<file path="src/rtl/mod_updown_counter.sv">
// rtl/mod_updown_counter.sv - modulo up/down counter with clear, load, saturate and carry chaining
module mod_updown_counter #(
    parameter int     WIDTH       = 8,
    parameter longint MODULUS     = 60,
    parameter int     SATURATE    = 0,
    parameter longint RESET_VALUE = 0
) (
    input  logic             i_sysclk,
    input  logic             i_reset,
    input  logic             i_clr,
    input  logic             i_load,
    input  logic [WIDTH-1:0] i_load_value,
    input  logic             i_en,
    input  logic             i_dir,
    output logic [WIDTH-1:0] o_count,
    output logic             o_carry,
    output logic             o_wrapped,
    output logic             o_at_max,
    output logic             o_at_min
);

    // Bounds are formed in 64 bits first so MODULUS = 2^WIDTH (up to 2^32) never overflows.
    localparam logic [63:0]      MAX_64  = 64'(MODULUS - 1);
    localparam logic [WIDTH-1:0] MAX_VAL = MAX_64[WIDTH-1:0];
    localparam logic [63:0]      RST_64  = 64'(RESET_VALUE);
    localparam logic [WIDTH-1:0] RST_VAL = RST_64[WIDTH-1:0];
    localparam logic [WIDTH-1:0] ONE     = WIDTH'(1);
    localparam bit               SAT     = (SATURATE != 0);

    if (WIDTH < 1 || WIDTH > 32) begin : g_bad_width
        $error("mod_updown_counter: WIDTH must be 1..32");
    end
    if (MODULUS < 2 || MODULUS > (64'sd1 <<< WIDTH)) begin : g_bad_modulus
        $error("mod_updown_counter: MODULUS must be 2..2^WIDTH");
    end
    if (RESET_VALUE < 0 || RESET_VALUE >= MODULUS) begin : g_bad_reset_value
        $error("mod_updown_counter: RESET_VALUE must be below MODULUS");
    end

    logic [WIDTH-1:0] r_count;
    logic             r_wrapped;
    logic [WIDTH-1:0] w_next_count;
    logic             w_next_wrapped;
    logic             w_at_max;
    logic             w_at_min;
    logic             w_at_bound;

    assign w_at_max   = (r_count == MAX_VAL);
    assign w_at_min   = (r_count == '0);
    assign w_at_bound = i_dir ? w_at_max : w_at_min;

    always_comb begin
        w_next_count   = r_count;
        w_next_wrapped = 1'b0;
        if (i_clr) begin
            w_next_count = '0;
        end else if (i_load) begin
            w_next_count = (i_load_value > MAX_VAL) ? MAX_VAL : i_load_value;
        end else if (i_en) begin
            if (w_at_bound) begin
                // At a bound: saturating builds hold, wrapping builds jump to the opposite bound.
                if (!SAT) begin
                    w_next_count   = i_dir ? '0 : MAX_VAL;
                    w_next_wrapped = 1'b1;
                end
            end else if (i_dir) begin
                w_next_count = r_count + ONE;
            end else begin
                w_next_count = r_count - ONE;
            end
        end
    end

    always_ff @(posedge i_sysclk or posedge i_reset) begin
        if (i_reset) begin
            r_count   <= RST_VAL;
            r_wrapped <= 1'b0;
        end else begin
            r_count   <= w_next_count;
            r_wrapped <= w_next_wrapped;
        end
    end

    // Carry is combinational so a downstream stage steps on the same edge this stage wraps.
    assign o_carry   = i_en & ~i_clr & ~i_load & ~SAT & w_at_bound;
    assign o_count   = r_count;
    assign o_wrapped = r_wrapped;
    assign o_at_max  = w_at_max;
    assign o_at_min  = w_at_min;

endmodule

</file>
<file path="config.mk">
export PLATFORM = sky130hd
export DESIGN_NAME = mod_updown_counter
export DESIGN_NICKNAME = d
export VERILOG_FILES = /design/src/rtl/mod_updown_counter.sv
export SDC_FILE = /design/constraint.sdc
export NUM_CORES = 1
export LEC_CHECK = 0
export ABC_AREA = 1
export CORE_UTILIZATION = 42
export DETAILED_ROUTE_END_ITERATION = 12
export HOLD_SLACK_MARGIN = 0.02
export PLACE_DENSITY = 0.74
export SETUP_SLACK_MARGIN = 0.02
export SLEW_MARGIN = 20
export SYNTH_ARGS = -nofsm -noshare
export SYNTH_HDL_FRONTEND = slang
export SYNTH_SLANG_ARGS = --single-unit
</file>
<file path="constraint.sdc">
create_clock -name i_sysclk -period 1.4 [get_ports i_sysclk]
set_input_delay 0.28 -clock i_sysclk [delete_from_list [all_inputs] [get_ports i_sysclk]]
set_output_delay 0.28 -clock i_sysclk [all_outputs]
set_load 0.02 [all_outputs]
</file>
==> key figures, run 1 <==
Clocking
  • Root Driver: clkbuf_4
  • Clock latency on the worst-skew pair: 0.28 ns
  • Clock buffer depth: 2
  • CTS tree: yes
  • Clock-pin slew on the worst setup and hold paths: 0.07 ns
  • Sink Count: 9
  • Hold-fix buffers, CTS: 0
  • CTS Buf Count: 3
  • CTS H-tree depth: 1

Timing
  • Final setup fails: 10
  • Max frequency: 584 MHz
  • Clk_skew: 0.00409 ns
  • Final worst-path cycle share: 1.22
  • Pins Over Slew Limit: 0
  • Relative slew slack: 0.760
  • Worst slew pin tran: 0.360 ns
  • RSZ-0062 raised after global routing: true
  • Setup TNS: -1.87 ns
  • Final worst slack: -0.312 ns
  • Endpoints failing hold: 0
  • Worst hold slack: 0.270 ns
  • Minimum clock period after layout: 1.71 ns

Yosys
  • Synth async-reset ratio: 1.00
  • Synth top cells by count: 47 x nand2_1, 13 x inv_1, 13 x nand3_1, 13 x nor2_1, 11 x a21oi_1
  • Most numerous cell in the Yosys netlist: nand2_1
  • Yosys top cell by area: dfrtp_1
  • Synth top area cells: dfrtp_1 24%, nand2_1 19%, ha_1 8.1%
  • Synth cell types: 25
  • Mapped Cells: 140
  • Share of the synthesized area in the top cell type: 0.243
  • #FFs+latches synth: 9
  • Synthesized cell area: 926 um2
  • Yosys warns: 0
  • Most used flip-flop cell after synthesis: dfrtp_1
  • Sequential-to-total area share from yosys stat: 0.243
  • Synthesized area per cell: 6.61 um2
  • Post-synth EDFFs: 0
  • Synthesized net count: 161

Floorplanning
  • Ports: 26
  • Die footprint: 2400 um2
  • Core Rows: 16
  • Die H: 49.0 um
  • Starting Density: 0.458
  • Die Wd: 49.0 um
  • Core ar.: 2020 um2

Drt
  • DR vias: 1164
  • Iter 0 DRT Violations: 26
  • WL final: 3.14 mm
  • Antenna Nets Post-Route: 0
  • Wire length per cell: 13.8 um
  • Vias/cell: 5.11
  • TritonRoute pass-1 iters: 4
  • DRC: 0

Layout
  • Register area: 230 um2
  • Fill cell count: 141
  • Ant. Diodes: 0
  • Area Growth Syn to Fin: 79.9%
  • Nets@finish: 223
  • Layout cell share with drive strength beyond 1: 0.512
  • Final Core Density: 0.824
  • Area used by multi-input combinational logic: 798 um2

Status
  • Status: complete, but fails checks
  • Failing checks: negative setup slack

Critical path
  • Slowest stage cell, crit path: dfrtp_2
  • CP Launch Type: flop
  • Element type at the critical path end: output port
  • RR Startpoint: o_count[0]
  • Crit-path cells: nor2_2 -> nand3_2 -> nor2_4 -> nand2_2 -> a21oi_4 -> buf_6
  • Slowest stage delay, CP: 0.43 ns
  • R2r worst-path depth: 10
  • Worst R2R End: o_count[4]
  • Crit Path Class: flop to output port
  • Worst path bufs/invs: 1
  • R2R Setup Slk: -0.24 ns
  • Crit path from: o_count[4]
  • CP top delay family: simple AND/OR/NAND/NOR gates
  • WP data required: 1.12 ns
  • Arr. time, crit path: 1.43 ns
  • CP Max Fanout: 2

Power
  • Worst vdd rail ir drop: 0.479 mV
  • Leak: 0.802 nW
  • Power Density: 822 nW/um2

Global route
  • Total GRT Usage: 0.278
  • GRT overflow: 0
  • Largest net degree at the start of global routing: 10
  • Number of global-route vias before repair: 1167
  • Global-route wire length before repair: 5.11 mm
  • Antenna violations before repair: 0

Placed design
  • Port bufs: 25
  • Hpwl dp: 2.26 mm
  • Routability cong.: 0.881

Worst hold path
  • Min-Delay Path Class: input port to async pin

Flow run
  • Max Cap Viol: 0
-- cell families after synthesis --
group                    after synthesis  synth area share
adder cells (fa/ha/maj)                7             0.103
AO/OA/AOI/OAI                         14            0.0784
flip-flops                             9             0.243
XOR/XNOR                               2            0.0189
buffers and inverters                 18            0.0811
AND/OR/NAND/NOR                       90             0.476
-- registers in the layout (all words and copies together), names as in the netlist --
signal     flops
o_count        8
o_wrapped      1
-- worst register-to-register path: cells and delay by family, from the launching register on --
kind	cells	cell delay, ns
AND/OR/NAND/NOR	7	0.65
buffers and inverters	2	0.18
adder cells (fa/ha/maj)	1	0.35
flip-flops	1	0.40
-- report_power, final --
group          internal (W)  switching [W]
registers          0.000289      0.0000320
logic              0.000408       0.000416
clock network      0.000106       0.000118
-- through the flow --
step	worst slack [ns]	std cells	cell area [um2]	total power, W
after floorplan	-0.127	140	1010	0.000707
after global placement	-0.699	221	1530	0.00100
after detailed placement	-0.725	221	1530	0.00102
after CTS	-0.272	229	1630	0.00130
after global routing	-0.368	228	1670	0.00144
final	-0.312	228	1670	0.00137
-- worst max path at each step --
stage                 endpoint  slack [ns]  depth (start not counted)
global route           o_carry       -0.37                          6
detailed placement     o_carry       -0.72                          5
CTS                    o_carry       -0.27                          6
floorplan           o_count[6]       -0.13                          9
global placement       o_carry       -0.70                          5
finish                 o_carry       -0.31                          6
-- placed cells by master, fill, tap and decap left out, types with 2 or more instances in the layout --
| cell | instances |
|---|---|
| clkdlybuf4s15_2 | 2 |
| buf_2 | 6 |
| clkdlybuf4s50_1 | 12 |
| inv_2 | 8 |
| clkbuf_4 | 3 |
| nand3_1 | 9 |
| a21oi_1 | 7 |
| nor2_1 | 9 |
| inv_1 | 7 |
| dfrtp_2 | 4 |
| nor2_2 | 6 |
| a21oi_2 | 3 |
| buf_4 | 25 |
| dfrtp_1 | 5 |
| nand3_2 | 4 |
| buf_6 | 10 |
| clkinv_2 | 2 |
| nand3b_1 | 5 |
| nor2_4 | 2 |
| ha_4 | 6 |
| nand2_2 | 13 |
| nand2_1 | 36 |
-- cell type report --
type	count	area share
multi-input combinational	113	0.479
clock inverter	1	0.00301
tap	27	0.0203
inverter	17	0.0413
timing repair buffer	58	0.304
clock buffer	3	0.0135
sequential	9	0.138
-- repair_timing --
action	4_1_cts	5_1_grt
pin swaps	10	15
setup endpoints to repair	19	16
buffers inserted	4	3
resized for setup	63	28
-- routing by layer --
metal	vias up	share of wire	global-route usage
li1	575	-	-
met1	547	0.41	0.325
met2	33	0.54	0.539
met3	9	0.029	0.0187
met4	0	0.025	0.0735
met5	-	0	0
Note: power is estimated with default switching activity, not from simulation.
==> run 2, diff against run 1 <==
--- a/config.mk
+++ b/config.mk
@@ -6,10 +6,12 @@
 export NUM_CORES = 1
 export LEC_CHECK = 0
 export ABC_AREA = 1
-export CORE_UTILIZATION = 42
+export ABC_CLOCK_PERIOD_IN_PS = 1400
+export CORE_UTILIZATION = 35
 export DETAILED_ROUTE_END_ITERATION = 12
 export HOLD_SLACK_MARGIN = 0.02
-export PLACE_DENSITY = 0.74
+export PLACE_DENSITY = 0.64
+export REMOVE_ABC_BUFFERS = 1
 export SETUP_SLACK_MARGIN = 0.02
 export SLEW_MARGIN = 20
 export SYNTH_ARGS = -nofsm -noshare
==> run 2 against run 1 <==
Net effect:
- the run still ends with negative setup slack left
- flip-flop and latch count did not move
- maximum frequency is 4.7% higher
- cell count increased by 2.2%
- register-to-register slack improved by 0.02 ns
- count of clock-buffer cells in the layout up 1
- clock skew down 0.0023 ns
- via count up 2.1%
- critical path type unchanged
==> key figures, run 2 (synthesized netlist as in run 1, its figures left out) <==
Status
  • Status: complete, but fails checks
  • Failing checks: negative setup slack

Drt
  • Iter 0 DRT Violations: 16
  • WL final: 2.92 mm
  • TritonRoute pass-1 iters: 4
  • DR vias: 1188
  • Wire length per cell: 12.5 um
  • Vias/cell: 5.10
  • Antenna Nets Post-Route: 0
  • DRC: 0

Power
  • Worst vdd rail ir drop: 0.652 mV
  • Leak: 0.829 nW
  • Power Density: 797 nW/um2

Clocking
  • Sink Count: 9
  • Clock latency on the worst-skew pair: 0.26 ns
  • Hold-fix buffers, CTS: 0
  • CTS H-tree depth: 1
  • CTS Buf Count: 3
  • Clock-pin slew on the worst setup and hold paths: 0.06 ns
  • CTS tree: yes
  • Clock buffer depth: 2
  • Root Driver: clkbuf_4

Critical path
  • R2R Setup Slk: -0.22 ns
  • WP data required: 1.12 ns
  • RR Startpoint: o_count[5]
  • Element type at the critical path end: output port
  • CP top delay family: flip-flops
  • Crit Path Class: flop to output port
  • CP Launch Type: flop
  • Crit-path cells: buf_4 -> nand2_2 -> nor2_4 -> nand4_4 -> a21oi_2 -> buf_4
  • Worst path bufs/invs: 2
  • Most used cell, CP: buf_4
  • Slowest stage cell, crit path: dfrtp_1
  • Arr. time, crit path: 1.35 ns
  • Slowest stage delay, CP: 0.40 ns
  • Worst R2R End: o_count[7]
  • CP Max Fanout: 3
  • R2r worst-path depth: 10

Timing
  • Clk_skew: 0.00181 ns
  • Max frequency: 612 MHz
  • Endpoints failing hold: 0
  • Worst slew pin tran: 0.360 ns
  • Final worst slack: -0.234 ns
  • Pins Over Slew Limit: 0
  • Setup TNS: -1.75 ns
  • Relative slew slack: 0.760
  • Final setup fails: 12
  • Minimum clock period after layout: 1.63 ns
  • Final worst-path cycle share: 1.17
  • RSZ-0062 raised after global routing: true

Layout
  • Ant. Diodes: 0
  • Fin area: 1660 um2
  • Max reg flops: 8
  • Fill cell count: 219
  • Most frequent cells in the layout: 40 x nand2_1, 29 x buf_4, 12 x clkdlybuf4s50_1
  • Area Growth Syn to Fin: 79.5%
  • Nets@finish: 225
  • Layout cell share with drive strength beyond 1: 0.443
  • Most common cell after layout, fill and taps aside: nand2_1
  • Area used by multi-input combinational logic: 782 um2
  • Register area: 225 um2

Global route
  • Total GRT Usage: 0.223
  • Number of global-route vias before repair: 1121
  • Global-route wire length before repair: 4.55 mm
  • GRT overflow: 0
  • Antenna violations before repair: 0
  • Largest net degree at the start of global routing: 10

Floorplanning
  • Core ar.: 2480 um2
  • Core Rows: 18
  • Starting Density: 0.374
  • Die H: 53.4 um
  • Ports: 26
  • Die footprint: 2860 um2
  • Die Wd: 53.4 um

Placed design
  • Routability cong.: 0.889
  • Post-place instance area: 1410 um2
  • Hpwl dp: 2.19 mm
  • Port bufs: 25

Worst hold path
  • Min-Delay Path Class: input port to async pin

Flow run
  • Max Cap Viol: 0
[run 2: metrics by stage]
stage	setup WS, ns	total power, W	std cells	utilization	hold slack (ns)
6_report	-0.234	0.00132	233	0.671	0.282
5_1_grt	-0.342	0.00142	233	0.671	0.329
4_1_cts	-0.248	0.00121	230	0.619	0.288
3_5_place_dp	-0.668	0.000945	222	0.570	0.570
3_3_place_gp	-0.682	0.000937	222	0.570	0.558
2_1_floorplan	-0.282	0.000655	139	-	0.108
[run 2: final cells by class]
cell class,count,share of cell area
Tap cell,30,0.0226
Timing Repair Buffer,60,0.315
Multi-Input combinational cell,113,0.471
Clock buffer,4,0.0158
Sequential cell,9,0.136
Inverter,17,0.0407
[run 2: layer usage]
metal  up-vias  global-route usage  wire length (um)
met5         -                   0                 0
met4         0              0.0526                63
met3         6              0.0632               152
met2        42               0.438              1580
met1       554               0.226              1130
li1        586                   -                 -
[run 2: power breakdown]
part | switching [W] | total, W | internal, W | leakage, nW
Combinational | 0.000401 | 0.000811 | 0.000410 | 0.698
Clock | 0.0000901 | 0.000200 | 0.000110 | 0.0150
Sequential | 0.0000265 | 0.000313 | 0.000287 | 0.116
Total | 0.000518 | 0.00132 | 0.000806 | 0.829
[run 2: repair_timing]
item                       CTS  global route
setup endpoints to repair   19            14
pin swaps                   10            10
resized for setup           58            29
buffers inserted             4             3
[run 2: how the worst max path moves through the flow]
| stage | startpoint | endpoint | slack (ns) | cells past startpoint |
|---|---|---|---|---|
| 2_1_floorplan | o_count[0] | o_count[6] | -0.28 | 9 |
| 3_3_place_gp | i_dir | o_carry | -0.68 | 5 |
| 3_5_place_dp | i_dir | o_carry | -0.67 | 5 |
| 4_1_cts | o_count[3] | o_carry | -0.25 | 6 |
| 5_1_grt | o_count[5] | o_carry | -0.34 | 6 |
| 6_report | o_count[5] | o_carry | -0.23 | 6 |
==> run 3, diff against run 2 <==
--- a/config.mk
+++ b/config.mk
@@ -7,10 +7,10 @@
 export LEC_CHECK = 0
 export ABC_AREA = 1
 export ABC_CLOCK_PERIOD_IN_PS = 1400
-export CORE_UTILIZATION = 35
+export CORE_UTILIZATION = 42
 export DETAILED_ROUTE_END_ITERATION = 12
 export HOLD_SLACK_MARGIN = 0.02
-export PLACE_DENSITY = 0.64
+export PLACE_DENSITY = 0.74
 export REMOVE_ABC_BUFFERS = 1
 export SETUP_SLACK_MARGIN = 0.02
 export SLEW_MARGIN = 20
==> run 3 against run 2 <==
Net effect:
- the run still ends with negative setup slack left
- combinational power increased by 13%
- power up 9.0%
- hold slack lost 0.00077 ns
==> key figures, run 3 (synthesized netlist as in run 1, its figures left out) <==
Status
  • Status: complete, but fails checks
  • Failing checks: negative setup slack

Placed design
  • Post-place instance area: 1420 um2
  • Port bufs: 25
  • Routability cong.: 0.845
  • Hpwl dp: 2.22 mm

Critical path
  • WP data required: 1.60 ns
  • Arr. time, crit path: 2.01 ns
  • Crit path from: o_count[0]
  • R2R Setup Slk: -0.41 ns
  • Worst R2R End: o_count[4]
  • Critical Path End: o_count[4]
  • CP Launch Type: flop
  • R2r worst-path depth: 10
  • RR Startpoint: o_count[0]
  • Crit Path Class: flop to flop
  • CP Max Fanout: 3
  • Element type at the critical path end: flop

Global route
  • Global-route wire length before repair: 5.44 mm
  • GRT overflow: 0
  • Total GRT Usage: 0.300
  • Number of global-route vias before repair: 1262
  • Largest net degree at the start of global routing: 10
  • Antenna violations before repair: 0

Drt
  • Vias/cell: 5.45
  • Antenna Nets Post-Route: 0
  • WL final: 3.84 mm
  • DRC: 0
  • DR vias: 1276
  • TritonRoute pass-1 iters: 4
  • Wire length per cell: 16.4 um
  • Iter 0 DRT Violations: 25

Timing
  • Pins Over Slew Limit: 0
  • Max frequency: 553 MHz
  • RSZ-0062 raised after global routing: true
  • Clk_skew: 0.00237 ns
  • Relative slew slack: 0.759
  • Worst slew pin tran: 0.361 ns
  • Final setup fails: 10
  • Minimum clock period after layout: 1.81 ns
  • Final worst-path cycle share: 1.29
  • Final worst slack: -0.408 ns
  • Worst hold slack: 0.281 ns
  • Endpoints failing hold: 0

Floorplanning
  • Die H: 49.0 um
  • Starting Density: 0.458
  • Die Wd: 49.0 um
  • Ports: 26
  • Die footprint: 2400 um2
  • Core Rows: 16
  • Core ar.: 2020 um2

Clocking
  • Clock-pin slew on the worst setup and hold paths: 0.06 ns
  • Sink Count: 9
  • Root Driver: clkbuf_4
  • CTS tree: yes
  • CTS Buf Count: 3
  • Clock buffer depth: 2
  • Clock latency on the worst-skew pair: 0.27 ns
  • CTS H-tree depth: 1

Flow run
  • Max Cap Viol: 0

Layout
  • Nets@finish: 229
  • Fill cell count: 105
  • Most frequent cells in the layout: 43 x nand2_1, 32 x buf_4, 12 x clkdlybuf4s50_1, 12 x buf_6, 10 x nor2_1
  • Area Growth Syn to Fin: 84.6%
  • Max reg flops: 8
  • Most common cell after layout, fill and taps aside: nand2_1
  • Fin area: 1710 um2
  • Area used by multi-input combinational logic: 812 um2
  • Layout cell share with drive strength beyond 1: 0.469
  • Register area: 225 um2
  • Ant. Diodes: 0

Power
  • Worst vdd rail ir drop: 0.654 mV
  • Power Density: 845 nW/um2
  • Leak: 0.857 nW

Worst hold path
  • Min-Delay Path Class: input port to async pin
## run 3: cell count changes in the layout (fill, tap and decap cells not counted), sizes merged
cell / before / now
dlygate4sd2: 4 / 2
clkdlybuf4s15: 1 / 0
inv: 16 / 17
clkinv: 1 / 0
clkbuf: 6 / 9
buf: 41 / 45
## run 3: worst min-delay path by stage
stage | from | end | cells after the start | slack (ns)
after CTS | i_reset | o_count[1] | 2 | 0.29
after detailed placement | i_reset | o_count[6] | 2 | 0.56
final | i_reset | o_count[1] | 2 | 0.28
after global placement | i_reset | o_count[7] | 2 | 0.56
after floorplan | i_reset | o_count[0] | 1 | 0.11
after global routing | i_reset | o_count[6] | 2 | 0.31
## run 3: power by group
part	switching [W]	internal, W
clock	0.0000986	0.000110
combinational	0.000479	0.000440
sequential	0.0000288	0.000287
total	0.000607	0.000837
## run 3: final cells by class
cell class / instances / share of cell area
multi-input combinational: 113 / 0.475
timing repair buffer: 64 / 0.318
sequential: 9 / 0.132
inverter: 17 / 0.0403
tap: 27 / 0.0198
clock buffer: 4 / 0.0154
## run 3: worst max-delay path, cell delays in order, from the launching register on
cell	delay (ns)
dfrtp_1	0.40
inv_2	0.08
buf_6	0.12
fa_2	0.37
nand3b_1	0.18
nand2_2	0.12
nor2_1	0.07
nand3b_1	0.16
nand2_1	0.08
nand2_1	0.08
nand2_1	0.08
## run 3: metal layers
layer / share of wire / vias to the layer above / track usage
met1: 0.39 / 602 / 0.297
met5: 0 / - / 0
met3: 0.062 / 16 / 0.0841
met2: 0.51 / 68 / 0.602
li1: - / 590 / -
met4: 0.036 / 0 / 0.0686
## run 3: repair_timing
action	CTS	global route
resized for setup	71	26
hold buffers	0	0
endpoints found under the setup margin	19	17
setup buffers	7	7
pin swaps	13	18
## run 3: through the flow
stage	TNS, ns	setup WS, ns	std cells	utilization	total power, W
after floorplan	-1.07	-0.282	139	-	0.000655
final	-2.58	-0.408	234	0.845	0.00144
after detailed placement	-5.64	-0.680	220	0.700	0.000950
after CTS	-1.60	-0.312	230	0.809	0.00130
after global placement	-5.34	-0.691	220	0.700	0.000934
after global routing	-3.26	-0.467	234	0.845	0.00152
